`config.mk`:
```
export PLATFORM = sky130hd
export DESIGN_NAME = sd_seq_tx
export DESIGN_NICKNAME = d
export VERILOG_FILES = /design/src/rtl/sd_seq_tx.sv
export SDC_FILE = /design/constraint.sdc
export NUM_CORES = 1
export LEC_CHECK = 0
export CAP_MARGIN = 20
export CORE_ASPECT_RATIO = 1.1
export CORE_MARGIN = 10
export CORE_UTILIZATION = 56
export DETAILED_ROUTE_END_ITERATION = 10
export GPL_ROUTABILITY_DRIVEN = 0
export GPL_TIMING_DRIVEN = 0
export PLACE_DENSITY_LB_ADDON = 0.12
export SETUP_SLACK_MARGIN = 0.2
export SYNTH_ARGS = -nofsm -noshare
export SYNTH_HDL_FRONTEND = slang
export SYNTH_SLANG_ARGS = --single-unit
```
`constraint.sdc`:
```
create_clock -name clk -period 2.76 [get_ports clk]
set_input_delay 0.828 -clock clk [delete_from_list [all_inputs] [get_ports clk]]
set_output_delay 0.828 -clock clk [all_outputs]
set_load 0.05 [all_outputs]
```
`src/rtl/sd_seq_tx.sv`:
```
// sd_seq_tx - serial frame transmitter for the 1011 sequence detectors.
//
// A parallel word accepted over load/ready is sent one bit per clock on
// seq_out. The word is preceded by a fixed sync header (MSB first) and
// followed by GAP_LEN low guard cycles. After each frame the block spends
// one mandatory IDLE cycle with ready high before it can accept again.
//
// Ports:
//   clk         single clock, rising-edge
//   rst         synchronous, active-low reset
//   data_in     WIDTH-bit word, sampled only on the accept edge
//   load        transmit request, honoured only in IDLE
//   ready       high only in IDLE (combinational state decode)
//   seq_out     registered serial output
//   busy        high in HDR, DATA and GAP
//   frame_done  registered pulse, high while the last data bit is on seq_out
//   state_out   IDLE=000, HDR=001, DATA=010, GAP=011
module sd_seq_tx #(
    parameter int                 WIDTH   = 8,
    parameter int                 HDR_LEN = 4,
    parameter logic [HDR_LEN-1:0] HDR     = 4'b1011,
    parameter int                 GAP_LEN = 2
) (
    input  logic             clk,
    input  logic             rst,
    input  logic [WIDTH-1:0] data_in,
    input  logic             load,
    output logic             ready,
    output logic             seq_out,
    output logic             busy,
    output logic             frame_done,
    output logic [2:0]       state_out
);

    localparam int TOT   = HDR_LEN + WIDTH;
    localparam int MAX_A = (HDR_LEN > WIDTH) ? HDR_LEN : WIDTH;
    localparam int MAXV  = (MAX_A > GAP_LEN) ? MAX_A : GAP_LEN;
    localparam int CW    = (MAXV < 1) ? 1 : $clog2(MAXV + 1);

    localparam logic [2:0] S_IDLE = 3'b000;
    localparam logic [2:0] S_HDR  = 3'b001;
    localparam logic [2:0] S_DATA = 3'b010;
    localparam logic [2:0] S_GAP  = 3'b011;

    logic [2:0]     state_reg;
    logic [CW-1:0]  cnt_reg;
    logic [TOT-1:0] shift_reg;
    logic           seq_reg;
    logic           done_reg;

    // Header and data share one shift register. The header MSB goes out
    // directly on the accept edge, so the register is loaded pre-shifted
    // and its top bit is always the next bit to emit. cnt_reg holds the
    // number of bits still to follow in the current phase.
    always_ff @(posedge clk) begin
        if (!rst) begin
            state_reg <= S_IDLE;
            cnt_reg   <= '0;
            shift_reg <= '0;
            seq_reg   <= 1'b0;
            done_reg  <= 1'b0;
        end else begin
            case (state_reg)
                S_IDLE: begin
                    seq_reg  <= 1'b0;
                    done_reg <= 1'b0;
                    if (load) begin
                        state_reg <= S_HDR;
                        shift_reg <= {HDR, data_in} << 1;
                        seq_reg   <= HDR[HDR_LEN-1];
                        cnt_reg   <= CW'(HDR_LEN - 1);
                    end
                end
                S_HDR: begin
                    seq_reg   <= shift_reg[TOT-1];
                    shift_reg <= shift_reg << 1;
                    if (cnt_reg == '0) begin
                        // Next bit is the data MSB.
                        state_reg <= S_DATA;
                        cnt_reg   <= CW'(WIDTH - 1);
                        done_reg  <= (WIDTH == 1);
                    end else begin
                        cnt_reg <= cnt_reg - 1'b1;
                    end
                end
                S_DATA: begin
                    if (cnt_reg == '0) begin
                        seq_reg  <= 1'b0;
                        done_reg <= 1'b0;
                        if (GAP_LEN > 0) begin
                            state_reg <= S_GAP;
                            cnt_reg   <= CW'(GAP_LEN - 1);
                        end else begin
                            state_reg <= S_IDLE;
                        end
                    end else begin
                        seq_reg   <= shift_reg[TOT-1];
                        shift_reg <= shift_reg << 1;
                        cnt_reg   <= cnt_reg - 1'b1;
                        // Pulse accompanies the final data bit.
                        done_reg  <= (cnt_reg == CW'(1));
                    end
                end
                S_GAP: begin
                    seq_reg  <= 1'b0;
                    done_reg <= 1'b0;
                    if (cnt_reg == '0) begin
                        state_reg <= S_IDLE;
                    end else begin
                        cnt_reg <= cnt_reg - 1'b1;
                    end
                end
                default: begin
                    state_reg <= S_IDLE;
                    seq_reg   <= 1'b0;
                    done_reg  <= 1'b0;
                end
            endcase
        end
    end

    assign ready      = (state_reg == S_IDLE);
    assign busy       = (state_reg != S_IDLE);
    assign seq_out    = seq_reg;
    assign frame_done = done_reg;
    assign state_out  = state_reg;

endmodule

```
==> key figures <==
Clock network
  • Worst-path clk slew: 0.11 ns
  • H-tree depth: 1
  • TritonCTS clock tree: built
  • CTS buffer count: 3
  • Worst-skew pair later-pin latency: 0.30 ns
  • # clock sinks: 19
  • Clock Path Buffers: 2
  • Clock root cell: clkbuf_4

Timing
  • RSZ-0062 raised after global routing: false
  • Worst slew pin tran: about 0.50 ns
  • TNS Setup: 0 ns
  • Slew margin rel.: between 60% and 70%
  • Fmax: around 400 MHz
  • Slew Viols, Final: 0
  • Final Hold Viols: 0
  • Endpoints failing setup: 0
  • Final Critical Period: ~2.5 ns
  • Clock skew: between 0.006 and 0.007 ns
  • Final Cycle Share: 89.95%

Cells and area
  • Fill count: about 150
  • P&R area growth vs syn: 20.09%
  • Ant. Diodes: 0
  • Max reg flops: 11
  • Multi-input gate area: around 650 um^2
  • Ratio of cells with drive above 1 in the final layout: between 10 and 15%
  • Register area: roughly 380 um^2
  • Final Non-Filler Cells: between 150 and 200
  • Final net count: between 150 and 200

Worst setup path
  • CP startpoint kind: flip-flop
  • CP startpoint: state_out[0]$_SDFFE_PN0P_
  • Critical Path Sink: busy
  • Arr. time, crit path: roughly 1.7 ns
  • Worst Reg-to-Reg Cells: 7
  • Crit Path Class: reg2out
  • Worst EP required: slightly below 2 ns
  • Reg2reg start: state_out[0]$_SDFFE_PN0P_
  • R2R Path End: shift_reg[2]$_SDFFE_PN0P_
  • Reg-to-reg slack, setup: between 0.9 and 1 ns
  • Setup crit end kind: primary output
  • Worst-path fanout max: 9

Route
  • Mean number of vias per cell: between 5 and 6
  • Wire length on met3: 116 um
  • DRT met1 WL: 1051 um
  • DRT Pass-1 Iters: 4
  • Remaining DRCs: 0
  • Routed Wire Length: 2295 um
  • Via count: roughly 960
  • Number of DRC markers in iteration 0: 23
  • Metal2 WL: 1094 um
  • Top sig layer: met4
  • Routed len/inst: 13.11 um
  • Post-route ant nets: 0

Floorplan
  • Die width: about 62 um
  • Initial Util: about three fifths
  • Core box area: 1822 um^2
  • Die ar.: 4161 um^2
  • Row cnt: 16
  • Overall die height: approximately 67 um
  • Io pins: 18

Power and ir drop
  • Pleak: about 0.55 nW
  • Maximum VDD drop: 0.7959 mV
  • Power per cell area: between 1000 and 1500 nW/um^2

Placement
  • HPWL Detailed: 1770 um
  • Placed Cells: 171
  • IO Port Bufs: 16

Yosys
  • Ys flop type: dfxtp_1
  • Seq/Total Area, Yosys: about a third
  • Commonest cells post-synth: 26 x nand2_1, 19 x dfxtp_1, 13 x mux2i_1
  • Cells after Synth: approximately 130
  • Share of the synthesized area in the top cell type: 34.31%
  • YS warnings: 0
  • Synth Register Bits: 19
  • Number of synthesized flops with an enable pin: 0
  • Most common cell in the netlist: nand2_1
  • Yosys top cell by area: dfxtp_1
  • Ys async rst share: 0%
  • Synth area leaders: dfxtp_1 34%, mux2i_1 12%, nand2_1 8.8%, ha_1 7.9%, mux2_2 7.1%
  • Synthesized cell area: 1109 um^2
  • Synth Area per Inst: between 8 and 9 um^2
  • Library cells used by synthesis: 30
  • Syn nets: 146

Min path
  • Min-Delay Path Class: reg2reg
  • Hold_sp: frame_done$_SDFFE_PN0P_

Outcome
  • Outcome: finished clean

GRT
  • Initial antenna violation count: 0
  • Total GRT Usage: 11.30%
  • Largest net degree at the start of global routing: 11
  • Number of global-route vias before repair: 931
  • First-pass GRT wire length: approximately 3900 um
  • GRT overflow: 0

Job
  • MaxCap Viol Count: 0
==> cell usage in the layout, fill, tap and decap left out, drive strengths merged, types with 3 or more instances in the layout <==
cell | Yosys | final
clkbuf | 6 | 10
o21ai | 6 | 6
ha | 7 | 7
mux2i | 13 | 13
dfxtp | 19 | 19
o22ai | 3 | 3
nor2 | 3 | 3
clkdlybuf4s50 | 0 | 14
buf | 4 | 4
mux2 | 7 | 7
inv | 8 | 8
nand3 | 4 | 4
nand2 | 26 | 26
==> area by class of cell <==
cell class              instances  area share (%)
inverters                       8           2.256
repair buffers                 16           11.94
clock buffers                   4           1.974
plain buffers                  10           3.665
flip-flops and latches         19           28.76
well taps                      27           2.538
multi-input cells              91           48.87
==> worst min path at each step <==
stage	to	slack, ns	depth (start not counted)
after floorplan	shift_reg[8]$_SDFFE_PN0P_	0.43	2
after global placement	frame_done$_SDFFE_PN0P_	0.44	2
after detailed placement	frame_done$_SDFFE_PN0P_	0.45	2
after CTS	frame_done$_SDFFE_PN0P_	0.46	2
after global routing	shift_reg[4]$_SDFFE_PN0P_	0.49	2
final	frame_done$_SDFFE_PN0P_	0.46	2
==> power by group <==
group	internal (mW)	switching (mW)
clock network	0.0563	0.0852
registers	0.370	0.0683
logic	0.385	0.509
total	0.811	0.662
==> per-stage QoR <==
stage               area (um^2)  utilization (%)  power [mW]  worst slack (ns)  hold slack (ns)
finish                     1331            73.08       1.473            0.2773           0.4634
global route               1331            73.08       1.582            0.1873           0.4923
CTS                        1331            73.08       1.481            0.2193           0.4637
detailed placement         1305            71.63       1.350            0.1292           0.4484
global placement           1305            71.63       1.323            0.1594           0.4375
floorplan                  1111                -       1.141            0.3226           0.4345
==> routing by layer <==
layer	GRT usage (%)	vias to the layer above
li1	-	481
met1	12.10	442
met2	20.51	27
met3	3.344	6
met4	4.749	0
met5	0	-
==> worst max-delay path: stages (launching register included) <==
cell             delay [ns]
dfxtp_2                0.41
inv_1                  0.09
ha_1                   0.21
clkbuf_2               0.18
inv_1                  0.11
clkdlybuf4s18_2        0.37
==> cell families (layout without fill, tap and decap cells) <==
group                    Yosys count  count (layout)  synth area share [%]
buffers and inverters             18              38                 6.997
AO/OA/AOI/OAI                     19              19                 12.30
AND/OR/NAND/NOR                   43              43                 18.51
other                              1               1                0.3383
XOR/XNOR                           1               1                0.7902
flip-flops                        19              19                 34.31
multiplexers                      20              20                 18.85
adder cells (fa/ha/maj)            7               7                 7.900
==> timing repair <==
| action | 4_1_cts | 5_1_grt |
|---|---|---|
| buffers inserted | 0 | 0 |
| gates resized for setup | 4 | 3 |
| hold buffers | 0 | 0 |
| pin swaps | 0 | 0 |
| setup endpoints to repair | 2 | 1 |
Note: power is estimated with default switching activity, not from simulation.
